==> config.mk <==
export PLATFORM = sky130hd
export DESIGN_NAME = jk_multimode_reg
export DESIGN_NICKNAME = d
export VERILOG_FILES = /design/src/rtl/jk_multimode_reg.sv
export SDC_FILE = /design/constraint.sdc
export NUM_CORES = 1
export LEC_CHECK = 0
export ABC_AREA = 0
export BUFFER_PORTS_ARGS = -buffer_cell sky130_fd_sc_hd__buf_2
export CORE_UTILIZATION = 40
export CTS_CLUSTER_SIZE = 12
export DETAILED_ROUTE_END_ITERATION = 16
export PLACE_DENSITY_LB_ADDON = 0.05
export SYNTH_ARGS = -nofsm -noshare
export SYNTH_HDL_FRONTEND = slang
export SYNTH_SLANG_ARGS = --single-unit
==> constraint.sdc <==
create_clock -name clk -period 2.1 [get_ports clk]
set_input_delay 0.105 -clock clk [delete_from_list [all_inputs] [get_ports clk]]
set_output_delay 0.105 -clock clk [all_outputs]
set_load 0.01 [all_outputs]
==> src/rtl/jk_multimode_reg.sv <==
// Multimode WIDTH-bit register: per-bit JK flip-flops, up/down toggle-chain counter or left shifter.
// tc is a combinational terminal-count flag; wrap is a registered one-cycle counter rollover pulse.
module jk_multimode_reg #(
    parameter int unsigned     WIDTH   = 4,
    parameter logic [WIDTH-1:0] RST_VAL = '0
) (
    input  logic             clk,
    input  logic             rst,
    input  logic             en,
    input  logic [1:0]       mode,
    input  logic [WIDTH-1:0] J,
    input  logic [WIDTH-1:0] K,
    input  logic             sin,
    output logic [WIDTH-1:0] Q,
    output logic             tc,
    output logic             wrap
);

    typedef enum logic [1:0] {
        MODE_JK    = 2'b00,
        MODE_UP    = 2'b01,
        MODE_DOWN  = 2'b10,
        MODE_SHIFT = 2'b11
    } mode_e;

    mode_e            mode_s;
    logic [WIDTH-1:0] up_tog;
    logic [WIDTH-1:0] dn_tog;
    logic [WIDTH-1:0] jk_nxt;
    logic [WIDTH-1:0] q_nxt;
    logic             all_ones;
    logic             all_zeros;
    logic             wrap_nxt;

    assign mode_s    = mode_e'(mode);
    assign all_ones  = &Q;
    assign all_zeros = ~|Q;

    // Toggle chains: bit i toggles when every lower bit is 1 (up) or 0 (down).
    always_comb begin
        up_tog    = '0;
        dn_tog    = '0;
        up_tog[0] = 1'b1;
        dn_tog[0] = 1'b1;
        for (int i = 1; i < int'(WIDTH); i++) begin
            up_tog[i] = up_tog[i-1] & Q[i-1];
            dn_tog[i] = dn_tog[i-1] & ~Q[i-1];
        end
    end

    // Independent per-bit JK update.
    always_comb begin
        jk_nxt = Q;
        for (int i = 0; i < int'(WIDTH); i++) begin
            case ({J[i], K[i]})
                2'b01:   jk_nxt[i] = 1'b0;
                2'b10:   jk_nxt[i] = 1'b1;
                2'b11:   jk_nxt[i] = ~Q[i];
                default: jk_nxt[i] = Q[i];
            endcase
        end
    end

    always_comb begin
        q_nxt    = Q;
        wrap_nxt = 1'b0;
        case (mode_s)
            MODE_JK:    q_nxt = jk_nxt;
            MODE_UP: begin
                q_nxt    = Q ^ up_tog;
                wrap_nxt = all_ones;
            end
            MODE_DOWN: begin
                q_nxt    = Q ^ dn_tog;
                wrap_nxt = all_zeros;
            end
            MODE_SHIFT: q_nxt = {Q[WIDTH-2:0], sin};
            default:    q_nxt = Q;
        endcase
    end

    assign tc = ((mode_s == MODE_UP) && all_ones) || ((mode_s == MODE_DOWN) && all_zeros);

    // Reset aborts any pending wrap; a disabled edge holds Q and clears wrap.
    always_ff @(posedge clk) begin
        if (rst) begin
            Q    <= RST_VAL;
            wrap <= 1'b0;
        end else if (en) begin
            Q    <= q_nxt;
            wrap <= wrap_nxt;
        end else begin
            wrap <= 1'b0;
        end
    end

endmodule

[After elaboration in Yosys (flattened, before gate mapping)]
Index checks and enable logic that the tools add are counted.
Storage, ports and cells
  register bits after elaboration: 5
  latch bits: 0
  bits in writable memories: 0
  memory bits (read-only): 0
  output and inout port bits: 6
  word-level logic and storage cells: 53
  memories: 0
Operators by class
  add/subtract/negate cells: 0
  $mul: 0
  div/mod/pow operators: 0
  magnitude comparators: 0
  equality and inequality tests: 19
  shift operators: 0
  mux-type cells: 6
  bitwise gates (word level): 11
  reductions and logical operators: 12
Operators with widths (count)
  2-bit equality test, second input constant: 10
  4-bit by 1-bit != test with 1-bit output, second input constant: 4
  4-bit case mux with 4 select lines: 1
  1-bit case mux with 3 select lines: 4
  2-bit by 1-bit equality test with 1-bit output, second input constant: 5
  2-bit AND reduction: 4
  4-bit bitwise XOR: 2
  1-bit inverter: 5
  1-bit AND: 4
  4-bit AND reduction: 1
  4-bit OR reduction: 1
  1-bit logical AND: 2
  2-bit logical NOT: 1
  1-bit case mux with 2 select lines: 1
  2-bit OR reduction: 1
  1-bit logical NOT: 1
  1-bit logical OR: 1

[Depth between registers and ports, before layout]
Gate-level depths: netlist (run 1).
  depth in word-level cells: 5
  depth in mapped cells: 7
  gate-level depth less buffers: 6

[Least setup slack after synthesis (run 1)]
Ideal clock, no wire load.
  path kind: reg-to-reg
  start point: reg Q[1]
  end point: reg Q[3]
  data arrival time: 1457 ps
  slack: 555 ps
  cell stages (with the launch flop): 5
  period minus slack after synthesis: 1545 ps
  cell sequence: dfxtp_1 or3b_4 o22a_1 o221a_1 o32ai_2
Between the ends
  longest elaborated chain between the ends: 5
Ends and longest elaborated chain
  from (decl): line 14  | output logic [WIDTH-1:0] Q,
  from (signal assigned): line 90  | Q <= q_nxt;
  1-bit inverter: line 47  | dn_tog[i] = dn_tog[i-1] & ~Q[i-1];
  1-bit AND (2 in series): line 47
  4-bit bitwise XOR: line 74  | q_nxt = Q ^ dn_tog;
  4-bit case mux with 4 select lines (*): line 67  | case (mode_s)
Every way passes the cells marked *; elsewhere a longest branch is shown, timed or not.
A chain may end at the register's enable or synchronous reset.

[Final worst setup path (run 1)]
  start point: reg Q[1]
  end point: out tc
Between the ends
  longest elaborated chain between the ends: 4
Ends and longest elaborated chain
  4-bit OR reduction: line 37  | assign all_zeros = ~|Q;
  1-bit logical NOT: line 37
  1-bit logical AND: line 82  | assign tc = ((mode_s == MODE_UP) && all_ones) || ((mode_s == MODE_DOWN) && all_zeros);
  1-bit logical OR (*): line 82
  to (decl): line 15  | output logic tc,
Marked as above.

==> run summary, run 1 <==
status: finished clean
Crit. End Element: output pin
syn_area_per_cell: 8.105 µm²
sequential element share of the synthesized area: 0.1843
Crit path required time: 2000 ps
Tmin final: 1741 ps
Avg Vias per Cell: 5.583
WL/cell: 12.44 µm
most used flip-flop cell after synthesis: dfxtp_1
synthesis-stage register bit count: 5
GP Congestion: 0.7942
Site Rows: 12
first-pass GRT wire length: 2.042 mm
clock sink count: 5
CP Cell Sequence: or3b_4 > or3_1 > o21ai_1 > buf_2
chip height: 38.85 µm
CP Data Arrival Time: 1640 ps
post-route cell area: 678.2 µm²
Clock Tree Root: clkbuf_4
Peak VDD IR: 0.0002539 V
hold crit path type: input port to flip-flop
Max FO, Critical Path: 9
1st-iter DRT viols: 4
Post-CTS Resized: 0
clock latency reported for the late side of the worst-skew pair: 250 ps
slew at the pin with the worst max-slew slack: 286.4 ps
Setup Crit Path Kind: flip-flop to output pin
Leak Pwr: 0.3255 nW
CTS tree: built
CP startpoint kind: flip-flop
die area: 1509 µm²
Top Ports: 20
yosys synthesis warning count: 0
MaxCap Viol Count: 0
Synth Instances: 67
Reg area: 100.1 µm²
Pre-Repair DR Iteration Count: 3
final WL: 1.281 mm
CTS clk-pin slew, worst paths: 40 ps
Pins Over Slew Limit: 0
Synth async-reset ratio: 0
number of synthesized flops with an enable pin: 0
Initial Util: 0.4578
total clock buffers created by CTS: 3
post-synth net total: 88
CP peak stage delay: 450 ps
Setup Skew: 1.228 ps
# DRC: 0
ant diodes: 0
GRT Residual Overflow: 0
Synth Cell Area: 543.0 µm²
area of the multi-input gates: 412.9 µm²
CP max stage cell: or3b_4
Slew HR: 0.8070
largest net degree at the start of global routing: 10
vias in the first global route: 483
Fin. Hold Viols: 0
P&R area growth vs syn: 24.88%
CTS max path bufs: 2
fmax: 574.4 MHz
DP HPWL: 1.003 mm
fillers: 124
Die X: 38.85 µm
Synth top area share: 0.1843
initial antenna violation count: 0
Distinct cells, synth: 33
PwrDens: 488.9 nW/µm²
vias: 575
RSZ-0062 raised after global routing: false
core area: 1186 µm²
largest cells by area after synthesis: dfxtp_1 18%, ha_1 16%, inv_1 4.8%, nand2_1 4.1%, o21ai_0 3.7%
Nets: 111
share of cells above drive strength 1: 0.3034
placed cell areas: 651.9 µm²
port buffer count: 19
setup TNS: 0 ps
Setup-failing EPs final: 0
Synth area leader: dfxtp_1
Final ANT Viol Nets: 0
# hold bufs at CTS: 0
H-tree levels: 1
Setup Buffers After CTS: 0
Total GRT Usage: 0.2088
Final Cycle Share: 0.8290
area by class of cell:
type                    instances  share of cell area
repair buffers                 19              0.1402
clock buffers                   4             0.03875
well taps                      14             0.02583
inverters                       7             0.03875
multi-input cells              54              0.6089
flip-flops and latches          5              0.1476
critical path: cells and delay by family, from the launching register on:
family | cells | cell delay (ps)
buf+inv | 1 | 150
compound gates | 1 | 100
simple gates | 2 | 760
flops | 1 | 380
cells in the final DEF, fill, tap and decap left out:
| cell | instances |
|---|---|
| clkbuf_4 | 3 |
| nand2_1 | 6 |
| xor2_1 | 1 |
| ha_1 | 7 |
| o21bai_1 | 1 |
| clkbuf_1 | 1 |
| or3b_4 | 1 |
| o22a_1 | 1 |
| nor2b_1 | 2 |
| a221oi_1 | 2 |
| or3_1 | 3 |
| o21ai_1 | 1 |
| nor2_1 | 1 |
| o221a_1 | 1 |
| a21o_2 | 1 |
| nor3_1 | 1 |
| nand3b_1 | 1 |
| o211a_1 | 1 |
| o31ai_1 | 1 |
| a21oi_1 | 3 |
| a31oi_1 | 2 |
| dfxtp_1 | 5 |
| or4bb_1 | 1 |
| and2b_1 | 1 |
| inv_1 | 7 |
| nand2b_1 | 3 |
| o31a_1 | 1 |
| a311o_1 | 1 |
| and3_2 | 1 |
| o21ai_0 | 4 |
| o41ai_1 | 1 |
| o32ai_2 | 1 |
| nand3_1 | 2 |
| buf_2 | 19 |
| nor3b_2 | 1 |
logic make-up after synthesis:
logic type,after synthesis,share of synthesized area
AO/OA/AOI/OAI,22,0.3088
AND/OR/NAND/NOR,24,0.2742
flip-flops,5,0.1843
XOR/XNOR,1,0.01613
buffers and inverters,8,0.05530
adder cells (fa/ha/maj),7,0.1613
power by group:
group	internal, mW	switching (mW)
logic	0.0502	0.0526
clock network	0.0721	0.0432
registers	0.102	0.0119
worst paths after layout:
kind / startpoint / endpoint / slack [ps] / cells after the start
setup / recovery: Q[1] / tc / 360 / 4
hold / removal: rst / Q[0] / 110 / 2
setup reg to reg: Q[1] / Q[3] / 490 / 4
hold reg to reg: Q[3] / Q[3] / 580 / 2
flip-flops by register name, summed over array words and instances, names as in the netlist:
| register | flops |
|---|---|
| Q | 4 |
| wrap | 1 |
through the flow:
stage	worst slack (ps)	power [mW]	instances	utilization	hold WS [ps]
6_report	359.1	0.3316	103	0.5717	106.8
4_1_cts	343.2	0.3342	103	0.5717	105.7
5_1_grt	256.3	0.3557	103	0.5717	115.3
2_1_floorplan	555.3	0.1786	67	-	181.8
3_3_place_gp	388.1	0.2163	99	0.5496	369.6
3_5_place_dp	347.2	0.2167	99	0.5496	369.1
layer usage:
metal  global-route usage  share of wire
met5                    0              0
met4               0.1034          0.021
met3              0.08671          0.063
met2               0.3042           0.41
met1               0.2595           0.50
cell usage after synthesis (2+ instances only):
cell / n
ha_1: 7
inv_1: 7
nand2_1: 6
dfxtp_1: 5
o21ai_0: 4
a21oi_1: 3
nand2b_1: 3
or3_1: 3
a221oi_1: 2
a31oi_1: 2
nand3_1: 2
nor2b_1: 2
Note: power is estimated with default switching activity, not from simulation.
==> inputs of run 2 (changes only) <==
==> constraint.sdc (replaced) <==
create_clock -name clk -period 1.5 [get_ports clk]
set_input_delay 0.075 -clock clk [delete_from_list [all_inputs] [get_ports clk]]
set_output_delay 0.075 -clock clk [all_outputs]
set_load 0.01 [all_outputs]
==> run summary, run 2 (synthesis results as in run 1) <==
status: complete, but fails checks
failing checks: negative setup slack
Pins Over Slew Limit: 0 (unchanged)
die area: 1509 µm² (unchanged)
Crit. End Element: output pin
total clock buffers created by CTS: 3 (unchanged)
most frequent cells in the layout: 19 x buf_2, 10 x buf_4, 7 x inv_1
Post-CTS Resized: 1 (+1)
WL/cell: 11.76 µm (-5.4%)
CTS tree: built
GRT Residual Overflow: 0 (unchanged)
DP Cell Count: 109 (+10%)
slew at the pin with the worst max-slew slack: 311.4 ps (+24.97 ps)
Crit path required time: 1420 ps (-580 ps)
Clock Tree Root: clkbuf_4
share of cells above drive strength 1: 0.4242 (+0.1209)
Setup Crit Path Kind: flip-flop to output pin
CP startpoint kind: flip-flop
Final WS setup: -110.0 ps (-469.1 ps)
CP max stage cell: or3b_4
port buffer count: 19 (unchanged)
CP Data Arrival Time: 1540 ps (-100 ps)
fmax: 621.1 MHz
Power Total: 494.9 µW (+49%)
Largest regs: Q (4), wrap (1)
first-pass GRT wire length: 2.118 mm (+3.7%)
final WL: 1.329 mm (+3.7%)
Reg with most FFs: Q
CTS clk-pin slew, worst paths: 50 ps (about the same)
Leak Pwr: 0.3785 nW (+16%)
# hold bufs at CTS: 0 (unchanged)
initial antenna violation count: 0 (unchanged)
Non-Filler Instances: 113 (+9.7%)
fillers: 108 (-13%)
DP HPWL: 1.079 mm (+7.6%)
Tmin final: 1610 ps
CTS max path bufs: 2 (unchanged)
Pre-Repair DR Iteration Count: 4 (+1)
ant diodes: 0 (unchanged)
MaxCap Viol Count: 0 (unchanged)
Setup Skew: 7.540 ps (+6.312 ps)
vias in the first global route: 541 (+12%)
vias: 621 (+8.0%)
number of flip-flops in the largest register: 4 (unchanged)
chip height: 38.85 µm (unchanged)
Die X: 38.85 µm (unchanged)
Slew HR: 0.7902 (-0.01682)
H-tree levels: 1 (unchanged)
GP Congestion: 0.8431 (+6.2%)
most common cell after layout, fill and taps aside: buf_2
clock latency reported for the late side of the worst-skew pair: 250 ps (about the same)
# DRC: 0 (unchanged)
core area: 1186 µm² (unchanged)
clock sink count: 5 (unchanged)
final hold slack: 61.25 ps (-45.55 ps)
Setup Buffers After CTS: 0 (unchanged)
placed cell areas: 732.0 µm² (+12%)
hold crit path type: input port to flip-flop
RSZ-0062 raised after global routing: true
Top Ports: 20 (unchanged)
Total GRT Usage: 0.2093 (+0.0004441)
CP Cell Sequence: or3b_4 > or3_4 > o21ai_2 > buf_2
Final ANT Viol Nets: 0 (unchanged)
Max FO, Critical Path: 4 (-5)
Initial Util: 0.4578 (unchanged)
Final Cycle Share: 1.073
CP peak stage delay: 390 ps (-60 ps)
post-route cell area: 767.0 µm² (+13%)
Setup-failing EPs final: 1 (+1)
P&R area growth vs syn: 41.24%
Fin. Hold Viols: 0 (unchanged)
Nets: 121 (+9.0%)
PwrDens: 645.3 nW/µm² (+32%)
1st-iter DRT viols: 7 (+3)
Avg Vias per Cell: 5.496 (-1.6%)
Site Rows: 12 (unchanged)
largest net degree at the start of global routing: 8 (-2)
Peak VDD IR: 0.0002944 V (+16%)
[run 2: metrics by stage]
stage,worst slack (ps),setup TNS [ps],util
after detailed placement,-111.4,-153.3,0.6171
after floorplan,1.241,0,-
after global routing,-147.4,-315.3,0.6466
final,-110.0,-110.0,0.6466
after CTS,-97.30,-99.43,0.6424
after global placement,-52.12,-74.03,0.6171
[run 2: where the power goes]
group | switching [mW] | leakage [nW] | internal [mW]
clock network | 0.0607 | 0.0150 | 0.101
logic | 0.0851 | 0.322 | 0.0945
registers | 0.0105 | 0.0417 | 0.143
total | 0.156 | 0.378 | 0.339
[run 2: worst paths after layout]
| path | startpoint | end | slack (ps) | depth (start not counted) |
|---|---|---|---|---|
| hold / removal | rst | Q[0] | 60 | 2 |
| setup reg to reg | Q[0] | Q[3] | 0 | 4 |
| setup / recovery | Q[0] | tc | -110 | 4 |
| hold reg to reg | Q[3] | Q[3] | 590 | 2 |
[run 2: worst max-delay path: cells and delay by family, from the launching register on]
family,cells,cell delay (ps)
AOI/OAI and AO/OA,1,70
buffers and inverters,1,150
DFF,1,330
and+or+nand+nor,2,730
[run 2: routing by layer]
metal  global-route usage  vias up  share of wire
met4               0.1552        0          0.029
met5                    0        -              0
li1                     -      317              -
met1               0.2260      269           0.46
met3              0.04624        6          0.063
met2               0.3500       29           0.45
[run 2: layout make-up]
cell class | count | area [µm²] | area share
multi-input cells | 54 | 424.2 | 0.5530
repair buffers | 29 | 170.2 | 0.2219
flip-flops and latches | 5 | 102.6 | 0.1338
clock buffers | 4 | 26.28 | 0.03426
inverters | 7 | 26.28 | 0.03426
well taps | 14 | 17.52 | 0.02284
==> inputs of run 3 (changes only) <==
--- a/config.mk
+++ b/config.mk
@@ -5,7 +5,7 @@
 export SDC_FILE = /design/constraint.sdc
 export NUM_CORES = 1
 export LEC_CHECK = 0
-export ABC_AREA = 0
+export ABC_AREA = 1
 export BUFFER_PORTS_ARGS = -buffer_cell sky130_fd_sc_hd__buf_2
 export CORE_UTILIZATION = 40
 export CTS_CLUSTER_SIZE = 12
==> run summary, run 3 <==
status: finished clean
PwrDens: 708.4 nW/µm² (+9.8%)
Reg with most FFs: Q
port buffer count: 19 (unchanged)
Synth Cell Area: 520.5 µm² (-4.1%)
MaxCap Viol Count: 0 (unchanged)
largest cells by area after synthesis: dfxtp_1 19%, nand2_1 18%, ha_1 17%, a21oi_1 9.6%, inv_1 8.7%
Pins Over Slew Limit: 0 (unchanged)
Fin. Hold Viols: 0 (unchanged)
1st-iter DRT viols: 21 (+14)
CTS tree: built
yosys synthesis warning count: 0 (unchanged)
post-route cell area: 663.1 µm² (-14%)
vias: 598 (-3.7%)
fmax: 713.0 MHz (+15%)
clock sink count: 5 (unchanged)
Leak Pwr: 0.3474 nW (-8.2%)
H-tree levels: 1 (unchanged)
initial antenna violation count: 0 (unchanged)
Tmin final: 1403 ps (-207.5 ps)
die area: 1449 µm² (-4.0%)
Die X: 38.07 µm (-2.0%)
first-pass GRT wire length: 2.228 mm (+5.2%)
Nets: 126 (+4.1%)
CTS clk-pin slew, worst paths: 40 ps (about the same)
# hold bufs at CTS: 0 (unchanged)
total clock buffers created by CTS: 3 (unchanged)
top cells by count, synth: 25 x nand2_1, 12 x inv_1, 10 x a21oi_1
Comb power frac: 0.317 (-0.046)
Final Cycle Share: 0.9350 (-0.1383)
Setup-failing EPs final: 0 (-1)
Reg2Reg Depth: 7 (+3)
most common cell after layout, fill and taps aside: nand2_1
Synth Instances: 81 (+21%)
DP Cell Count: 114 (+4.6%)
RSZ-0062 raised after global routing: false
placed cell areas: 636.9 µm² (-13%)
hold crit path type: input port to flip-flop
Internal: 306.4 µW (-9.5%)
Clock Tree Root: clkbuf_4
Max FO, Critical Path: 7 (+3)
number of synthesized flops with an enable pin: 0 (unchanged)
Peak VDD IR: 0.0004295 V (+46%)
sequential element share of the synthesized area: 0.1923 (+0.007976)
most used flip-flop cell after synthesis: dfxtp_1
Setup Crit Path Kind: flip-flop to output pin
syn_area_per_cell: 6.426 µm² (-21%)
vias in the first global route: 544 (+0.55%)
Pre-Repair DR Iteration Count: 4 (unchanged)
CTS max path bufs: 2 (unchanged)
post-synth net total: 102 (+16%)
switching power: 163.4 µW (+4.5%)
WL/cell: 11.53 µm (-2.0%)
CP Data Arrival Time: 1330 ps (-210 ps)
share of cells above drive strength 1: 0.2692 (-0.1550)
GP Congestion: 0.7922 (-6.0%)
synthesis-stage register bit count: 5 (unchanged)
most frequent cell after synthesis: nand2_1
Clock Power Share: 0.347 (+0.020)
setup TNS: 0 ps (+110.0 ps)
clock latency reported for the late side of the worst-skew pair: 250 ps (about the same)
slew at the pin with the worst max-slew slack: 301.2 ps (-10.16 ps)
CP startpoint kind: flip-flop
Total GRT Usage: 0.2282 (+0.01888)
Setup Buffers After CTS: 0 (unchanged)
Synth top area share: 0.1923 (+0.007976)
DP HPWL: 1.111 mm (+3.0%)
Non-Filler Instances: 118 (+4.4%)
Synth area leader: dfxtp_1
Setup Skew: 1.237 ps (-6.304 ps)
sequential power share: 0.336 (+0.026)
Final ANT Viol Nets: 0 (unchanged)
final WL: 1.360 mm (+2.3%)
P&R area growth vs syn: 27.40%
# DRC: 0 (unchanged)
Sw Share: 0.3479 (+0.03200)
Avg Vias per Cell: 5.068 (-7.8%)
most frequent cells in the layout: 25 x nand2_1, 19 x buf_2, 12 x inv_1
Distinct cells, synth: 19 (-42%)
Top Ports: 20 (unchanged)
GRT Residual Overflow: 0 (unchanged)
Post-CTS Resized: 0 (-1)
number of flip-flops in the largest register: 4 (unchanged)
Initial Util: 0.4502 (-0.007590)
Synth async-reset ratio: 0 (unchanged)
ant diodes: 0 (unchanged)
Power Total: 469.8 µW (-5.1%)
largest net degree at the start of global routing: 9 (+1)
Site Rows: 12 (unchanged)
Hold Path Cell Cnt: 2 (unchanged)
Slew HR: 0.7975 (+0.007253)
Largest regs: Q (4), wrap (1)
Crit. End Element: output pin
fillers: 124 (+15%)
chip height: 38.07 µm (-2.0%)
core area: 1156 µm² (-2.5%)
Crit path required time: 1420 ps (about the same)
[run 3: cell count changes after synthesis, sizes merged, moves of 2 or more]
cell    previous run  this run
a21oi              3        11
nor2b              2         0
inv                7        12
a221oi             2         0
nand3              2         5
nand2              6        26
nand2b             3         0
or3                3         0
o31ai              1         3
[run 3: final timing paths]
| path | slack [ps] | from | endpoint |
|---|---|---|---|
| setup / recovery | 100 | Q[1] | tc |
| hold / removal | 9 | rst | Q[3] |
| setup reg to reg | 320 | Q[1] | Q[2] |
| hold reg to reg | 560 | Q[3] | Q[3] |
[run 3: logic make-up (layout without fill, tap and decap cells)]
logic type                 count (synthesis)  count (layout)  synth area share
DFF                                        5               5            0.1923
buffers and inverters                     13              36           0.09374
adders and majority gates                  7               7            0.1683
AOI/OAI and AO/OA                         22              22            0.2644
and+or+nand+nor                           34              34            0.2813
[run 3: through the flow]
step,setup slack [ps],hold slack [ps],util
global route,37.71,21.09,0.5736
floorplan,328.5,144.1,-
global placement,334.1,280.3,0.5509
finish,97.48,8.759,0.5736
detailed placement,285.7,268.6,0.5509
CTS,97.14,6.914,0.5736
[run 3: layer usage]
metal	vias up	global-route usage	part of all wire
met5	-	0	0
met4	0	0.02679	0
met3	0	0.1047	0.060
met2	18	0.4237	0.50
met1	265	0.2359	0.44
li1	315	-	-
[run 3: critical path, cell delays in order, from the launching register on]
cell and delay (ps):
dfxtp_1 470, nand2_2 130, o32ai_2 300, buf_2 180
[run 3: area by class of cell]
| class | instances | area (µm²) | area share |
|---|---|---|---|
| clock buffers | 4 | 26.28 | 0.03962 |
| multi-input cells | 63 | 371.6 | 0.5604 |
| well taps | 14 | 17.52 | 0.02642 |
| flip-flops and latches | 5 | 100.1 | 0.1509 |
| inverters | 12 | 45.04 | 0.06792 |
| repair buffers | 20 | 102.6 | 0.1547 |
[run 3: power by group through the flow]
stage	clock (mW)	sequential, mW	combinational (mW)
2_1_floorplan	0	0.162	0.0882
5_1_grt	0.177	0.159	0.169
4_1_cts	0.165	0.158	0.150
6_report	0.163	0.158	0.149
3_3_place_gp	0	0.160	0.145
3_5_place_dp	0	0.160	0.149
